`config.mk`:
```
export PLATFORM = sky130hd
export DESIGN_NAME = dl_scheduler
export DESIGN_NICKNAME = d
export VERILOG_FILES = /design/src/rtl/fec_pkg.sv /design/src/rtl/dl_scheduler_rr_arbiter.sv /design/src/rtl/dl_scheduler.sv
export SDC_FILE = /design/constraint.sdc
export NUM_CORES = 1
export LEC_CHECK = 0
export ABC_AREA = 1
export BUFFER_PORTS_ARGS = -buffer_cell sky130_fd_sc_hd__buf_2
export CORE_ASPECT_RATIO = 0.6
export CORE_MARGIN = 4
export CORE_UTILIZATION = 52
export CTS_CLUSTER_SIZE = 28
export DETAILED_ROUTE_END_ITERATION = 6
export PLACE_DENSITY = 0.91
export SLEW_MARGIN = 10
export SYNTH_ARGS = -nofsm -noshare
export SYNTH_HDL_FRONTEND = slang
export SYNTH_HIERARCHICAL = 1
export SYNTH_SLANG_ARGS = --single-unit
```
`constraint.sdc`:
```
create_clock -name clk -period 5.89 [get_ports clk]
set_input_delay 1.178 -clock clk [delete_from_list [all_inputs] [get_ports clk]]
set_output_delay 1.178 -clock clk [all_outputs]
set_load 0.01 [all_outputs]
```
`src/rtl/fec_pkg.sv`:
```
// Shared types for the downlink scheduler: FSM state encoding,
// default requester count and the latched packet descriptor.
package fec_pkg;

    localparam int DL_SCHED_NUM_REQ = 4;

    typedef enum logic [1:0] {
        S_IDLE      = 2'd0,
        S_WAIT_BUSY = 2'd1,
        S_WAIT_DONE = 2'd2,
        S_GAP       = 2'd3
    } dl_sched_state_t;

    typedef struct packed {
        logic       enc_used;
        logic [3:0] tag;
        logic [7:0] len;
    } dl_desc_t;

    function automatic dl_desc_t mk_desc(
        input logic       enc,
        input logic [3:0] tag,
        input logic [7:0] len
    );
        dl_desc_t d;
        d.enc_used = enc;
        d.tag      = tag;
        d.len      = len;
        return d;
    endfunction

endpackage

```
`src/rtl/dl_scheduler_rr_arbiter.sv`:
```
// rr_arbiter: combinational round-robin pick of the first set bit of
// req at or above ptr, wrapping. Ports: req, ptr in; gnt (one-hot),
// idx, valid out. The caller owns and advances the pointer.
module rr_arbiter #(
    parameter int N  = 4,
    parameter int IW = $clog2(N)
) (
    input  logic [N-1:0]  req,
    input  logic [IW-1:0] ptr,
    output logic [N-1:0]  gnt,
    output logic [IW-1:0] idx,
    output logic          valid
);

    logic [IW:0]   w_sum;
    logic [IW-1:0] w_j;

    always_comb begin
        gnt   = '0;
        idx   = '0;
        valid = 1'b0;
        w_sum = '0;
        w_j   = '0;
        for (int i = 0; i < N; i++) begin
            // candidate index (ptr + i) mod N without a divider
            w_sum = {1'b0, ptr} + (IW+1)'(i);
            if (w_sum >= (IW+1)'(N)) begin
                w_sum = w_sum - (IW+1)'(N);
            end
            w_j = w_sum[IW-1:0];
            if (!valid && req[w_j]) begin
                valid  = 1'b1;
                idx    = w_j;
                gnt[w_j] = 1'b1;
            end
        end
    end

endmodule

```
`src/rtl/dl_scheduler.sv`:
```
// dl_scheduler: round-robin share of one downlink controller among
// NUM_REQ requesters; latches the winner's descriptor, pulses
// dl_start, follows dl_done through busy/complete, then holds an
// optional inter-packet gap.
// Ports: clk, rst (sync, active high); req/req_enc_used/req_tag/
// req_len per requester; gap_cycles, wdog_cycles; req_ack/req_done/
// req_err one-hot pulses; dl_start, dl_enc_used, dl_msg_tag,
// dl_msg_len to the controller; dl_done from it; busy.
// Optional watchdog: define DL_SCHED_WDOG_EN.
module dl_scheduler
    import fec_pkg::*;
#(
    parameter int NUM_REQ    = DL_SCHED_NUM_REQ,
    parameter int GAP_WIDTH  = 8,
    parameter int WDOG_WIDTH = 16
) (
    input  logic                   clk,
    input  logic                   rst,
    input  logic [NUM_REQ-1:0]     req,
    input  logic [NUM_REQ-1:0]     req_enc_used,
    input  logic [NUM_REQ*4-1:0]   req_tag,
    input  logic [NUM_REQ*8-1:0]   req_len,
    input  logic [GAP_WIDTH-1:0]   gap_cycles,
    input  logic [WDOG_WIDTH-1:0]  wdog_cycles,
    output logic [NUM_REQ-1:0]     req_ack,
    output logic [NUM_REQ-1:0]     req_done,
    output logic [NUM_REQ-1:0]     req_err,
    output logic                   dl_start,
    output logic                   dl_enc_used,
    output logic [3:0]             dl_msg_tag,
    output logic [7:0]             dl_msg_len,
    input  logic                   dl_done,
    output logic                   busy
);

    localparam int IW = $clog2(NUM_REQ);
    localparam logic [NUM_REQ-1:0] ONE = NUM_REQ'(1);

    dl_sched_state_t      r_state;
    dl_sched_state_t      w_next;
    logic [IW-1:0]        r_ptr;
    logic [IW-1:0]        r_cur_idx;
    logic [GAP_WIDTH-1:0] r_gap_cnt;
    dl_desc_t             r_desc;
    dl_desc_t             w_sel_desc;
    logic                 r_start;
    logic [NUM_REQ-1:0]   r_ack;
    logic [NUM_REQ-1:0]   r_done;
    logic [NUM_REQ-1:0]   r_err;

    logic [NUM_REQ-1:0]   w_gnt;
    logic [IW-1:0]        w_idx;
    logic                 w_valid;

    logic                 w_grant;
    logic                 w_complete;
    logic                 w_expire;
    logic                 w_finish;
    logic                 w_gap_en;
    logic [NUM_REQ-1:0]   w_cur_oh;
    logic [NUM_REQ-1:0]   w_ack_nxt;
    logic [NUM_REQ-1:0]   w_done_nxt;
    logic [NUM_REQ-1:0]   w_err_nxt;

    rr_arbiter #(
        .N  (NUM_REQ),
        .IW (IW)
    ) u_arb (
        .req   (req),
        .ptr   (r_ptr),
        .gnt   (w_gnt),
        .idx   (w_idx),
        .valid (w_valid)
    );

    always_comb begin
        w_sel_desc = mk_desc(
            req_enc_used[w_idx],
            req_tag[{w_idx, 2'b00} +: 4],
            req_len[{w_idx, 3'b000} +: 8]
        );
    end

    // The controller must report idle before a new packet is granted,
    // which also covers a reset that landed mid-packet.
    assign w_grant    = (r_state == S_IDLE) && w_valid && dl_done;
    assign w_complete = (r_state == S_WAIT_DONE) && dl_done;
    assign w_finish   = w_complete | w_expire;
    assign w_gap_en   = (gap_cycles != '0);
    assign w_cur_oh   = ONE << r_cur_idx;

`ifdef DL_SCHED_WDOG_EN
    logic [WDOG_WIDTH-1:0] r_wdog;
    logic [WDOG_WIDTH-1:0] w_wdog_inc;
    logic                  w_in_wait;

    assign w_in_wait  = (r_state == S_WAIT_BUSY) ||
                        (r_state == S_WAIT_DONE);
    assign w_wdog_inc = r_wdog + 1'b1;
    // a real completion on the same edge wins over expiry
    assign w_expire   = w_in_wait && (wdog_cycles != '0) &&
                        (w_wdog_inc >= wdog_cycles) && !w_complete;

    always_ff @(posedge clk) begin
        if (rst) begin
            r_wdog <= '0;
        end else if (w_grant) begin
            r_wdog <= '0;
        end else if (w_in_wait) begin
            r_wdog <= w_wdog_inc;
        end
    end
`else
    logic w_unused_wdog;
    assign w_unused_wdog = ^wdog_cycles;
    assign w_expire      = 1'b0;
`endif

    always_ff @(posedge clk) begin
        if (rst) begin
            r_state <= S_IDLE;
        end else begin
            r_state <= w_next;
        end
    end

    always_comb begin
        w_next = r_state;
        unique case (r_state)
            S_IDLE: begin
                if (w_grant) begin
                    w_next = S_WAIT_BUSY;
                end
            end
            S_WAIT_BUSY: begin
                if (w_expire) begin
                    w_next = w_gap_en ? S_GAP : S_IDLE;
                end else if (!dl_done) begin
                    w_next = S_WAIT_DONE;
                end
            end
            S_WAIT_DONE: begin
                if (w_finish) begin
                    w_next = w_gap_en ? S_GAP : S_IDLE;
                end
            end
            S_GAP: begin
                if (r_gap_cnt == '0) begin
                    w_next = S_IDLE;
                end
            end
            default: w_next = S_IDLE;
        endcase
    end

    always_comb begin
        w_ack_nxt  = w_grant    ? w_gnt    : '0;
        w_done_nxt = w_complete ? w_cur_oh : '0;
        w_err_nxt  = w_expire   ? w_cur_oh : '0;
    end

    always_ff @(posedge clk) begin
        if (rst) begin
            r_ptr     <= '0;
            r_cur_idx <= '0;
            r_gap_cnt <= '0;
            r_desc    <= '0;
            r_start   <= 1'b0;
            r_ack     <= '0;
            r_done    <= '0;
            r_err     <= '0;
        end else begin
            r_start <= w_grant;
            r_ack   <= w_ack_nxt;
            r_done  <= w_done_nxt;
            r_err   <= w_err_nxt;
            if (w_grant) begin
                r_desc    <= w_sel_desc;
                r_cur_idx <= w_idx;
                r_ptr     <= (w_idx == IW'(NUM_REQ-1)) ?
                             '0 : w_idx + 1'b1;
            end
            // gap length is captured once, on entry
            if (w_finish && w_gap_en) begin
                r_gap_cnt <= gap_cycles - 1'b1;
            end else if ((r_state == S_GAP) && (r_gap_cnt != '0)) begin
                r_gap_cnt <= r_gap_cnt - 1'b1;
            end
        end
    end

    assign req_ack     = r_ack;
    assign req_done    = r_done;
    assign req_err     = r_err;
    assign dl_start    = r_start;
    assign dl_enc_used = r_desc.enc_used;
    assign dl_msg_tag  = r_desc.tag;
    assign dl_msg_len  = r_desc.len;
    assign busy        = (r_state != S_IDLE);

endmodule

```
==> flow_metrics.tcl <==
set metrics [dict create \
    status "finished clean" \
    synth_top_family_by_area "simple AND/OR/NAND/NOR gates" \
    worstMarginPinSlew_ns 0.705 \
    synthTopCellsByCount "nor2_1, o21ai_0, inv_1, nand2_1, dfxtp_1" \
    yosysMostFrequentCell "nor2_1" \
    dr.pass1.iters 6 \
    max_freq_ghz 0.291 \
    synth_warnings 6 \
    pin_count 110 \
    grt.total_usage_pct 22.7 \
    synthArstFlopShare_pct 0 \
    ant_nets 0 \
    grt_pass1_wl_mm 11.2 \
    synthCells 401 \
    holdBufCountCts 0 \
    hold_class "reg2reg" \
    design_area_sq_mm 0.00307 \
    insertion_delay_ns 0.29 \
    die-area_sq_mm 0.00610 \
    fin_skew_ns 0.00649 \
    cts_root_buf "clkbuf_8" \
    start_util_pct 54.7 \
    rsz0062_at_grt "no" \
    p_leak_nw 1.64 \
    dp_hpwl_mm 5.34 \
    ir_drop_mv 0.279 \
    drv_slew 0 \
    synth_xor_area_share_pct 0 \
    die_w_um 98.2 \
    grt_start_max_net_pins 30 \
    crit_chain "buf_2, inv_1, nand2_1, nand3_4, nand2_4, nor2_4, nand4_1, inv_1, nor2_1, nand2_1, inv_1, o21ai_0, inv_1, nand2_1, nand2_1, a21oi_1" \
    netlist_top_cells_area "dfxtp_1, nor2_1, o21ai_0" \
    ctsResizeCount 0 \
    fin_tns_setup_ns 0 \
    max_stage_delay_ns 0.45 \
    powerDensity_mw_per_mm2 564 \
    cts_setup_buffers 0 \
    ys.flop_type "dfxtp_1" \
    routed_via_density 5.31 \
    worst_slack_ns 2.45 \
    hold_viol 0 \
    antenna_found_initial 0 \
    use_met2_pct 36.9 \
    vias 2886 \
    synth.area.mux_share_pct 0.444 \
    syn_avg_cell_area_sq_um 6.32 \
    synth_top_cell_by_area "dfxtp_1" \
    grt-ovfl-total 0 \
    place_area_sq_mm 0.00296 \
    ys_ff_latch 36 \
    coreArea_sq_mm 0.00464 \
    htreeDepth 2 \
    grtUsageMet3_pct 5.35 \
    drt_wl_total_mm 7.05 \
    finalCriticalPeriod_ns 3.44 \
    finalSetupViolations 0 \
    syn-cell-area_sq_mm 0.00254 \
    die_h_um 62.1 \
    utilization_pct 66.1 \
    clkTransAtPathRegs_ns 0.08 \
    critPathCaptureType "flip-flop" \
    dp_slack_ns 2.24 \
    cp-start-kind "input pin" \
    cts_sinks 36 \
    synth_compound_area_share_pct 20.2 \
    maxCapViolCount 0 \
    ys_seq_area_share_pct 28.4 \
    area_growth_pct 20.9 \
    required_ns 6.11 \
    synth.distinct_cells 34 \
    layout-drive-gt1-share_pct 26.2 \
    numCtsBuffers 5 \
    critPathMaxFanout 23 \
    synthAdderAreaFrac_pct 3.45 \
    cp.arrival_ns 3.67 \
    final_nets 570 \
    path_buf_inv 5 \
    slowest_stage "inv_1" \
    worstSetupPathType "in2reg" \
    gr-usage-met1_pct 31.7 \
    place_congestion 0.920 \
    synthSimpleGateAreaFrac_pct 34.9 \
    report.power.total_w 0.00173 \
    cpLargestDelayFamily "simple AND/OR/NAND/NOR gates" \
    tritoncts "built" \
    n_antenna_cell 0 \
    drc 0 \
    max_slew_margin_pct 52.9 \
    cts.path.max_buffers 2 \
    synth_top_area_share_pct 28.4 \
    fin_crit_sh_pct 58.4 \
    grt_busiest_layer "met2" \
    drt_iter0_drc 185 \
    grt_pass1_vias 2445 \
    wl_per_cell_um 13.0 \
    std_cell_rows 19 \
    port_buffers 89 \
    synth_edf_count 0 \
]
==> layout make-up <==
type | count | area [sq um]
timing repair buffer | 90 | 453
clock buffer | 6 | 72.6
inverter | 52 | 195
sequential | 36 | 721
fill | 447 | 1570
clock inverter | 2 | 35.0
tap | 63 | 78.8
multi-input combinational | 295 | 1510
==> worst register-to-register path, cell delays in order (launching register included) <==
cell	delay [ns]
dfxtp_1	0.54
inv_2	0.19
ha_1	0.41
inv_1	0.11
nand2_1	0.10
nand2_2	0.06
nor2_4	0.25
nand4_1	0.12
inv_1	0.07
nor2_1	0.04
nand2_1	0.34
inv_1	0.45
o21ai_0	0.38
inv_1	0.09
nand2_1	0.07
nand2_1	0.04
a21oi_1	0.11
==> final timing paths <==
kind / startpoint / end / slack, ns / cells past startpoint
worst max-delay path: req[3] / r_state[0]$_SDFFE_PP0P_ / 2.45 / 16
worst min-delay path: r_cur_idx[0]$_SDFFE_PP0P_ / req_done[0]$_SDFF_PP0_ / 0.44 / 1
worst max register to register: r_ptr[0]$_SDFFE_PP0P_ / r_state[0]$_SDFFE_PP0P_ / 2.47 / 16
worst min register to register: r_cur_idx[0]$_SDFFE_PP0P_ / req_done[0]$_SDFF_PP0_ / 0.44 / 1
==> power by group <==
group | total, W | switching (W) | internal [W] | leakage, nW
Sequential | 0.000372 | 0.0000543 | 0.000318 | 0.295
Clock | 0.000214 | 0.0000879 | 0.000126 | 0.0552
Combinational | 0.00114 | 0.000767 | 0.000376 | 1.29
==> cells in the final DEF (no fill, tap or decap), types with 2 or more instances in the layout <==
master,synthesis,routed
buf_2,1,89
nand4_1,8,8
conb_1,1,4
o21ai_0,50,50
dfxtp_1,36,36
nand2_1,46,46
nor2_4,3,3
nand3_2,2,2
inv_1,49,49
nand3b_1,2,2
inv_2,3,3
a31oi_1,8,8
a21oi_1,17,17
o21ai_1,2,2
ha_1,7,7
clkbuf_8,0,5
nand2_2,15,15
a21boi_0,4,4
nor2_1,78,78
o22ai_1,5,5
nand3_1,33,33
==> state kept, by name, summed over array words and instances, names as in the netlist <==
name	count
req_done	4
dl_msg_tag	4
dl_start	1
dl_msg_len	8
r_state	2
r_ptr	2
req_ack	4
r_gap_cnt	8
dl_enc_used	1
r_cur_idx	2
==> layer usage <==
layer	part of all wire (%)	routed length, um	vias up
met2	44	3120	137
met5	0	0	-
met1	45	3170	1286
li1	-	-	1458
met4	0.57	40	0
met3	10	718	5
==> through the flow <==
stage	hold slack, ns	std cells
after global placement	0.424	536
final	0.444	544
after CTS	0.443	544
after global routing	0.448	544
after floorplan	0.414	404
after detailed placement	0.432	536
==> cells by family after synthesis <==
family                   Yosys count
other                              1
multiplexers                       1
AND/OR/NAND/NOR                  191
flip-flops                        36
adder cells (fa/ha/maj)            7
buffers and inverters             73
AO/OA/AOI/OAI                     92
Power figures use the tool's default switching activity.
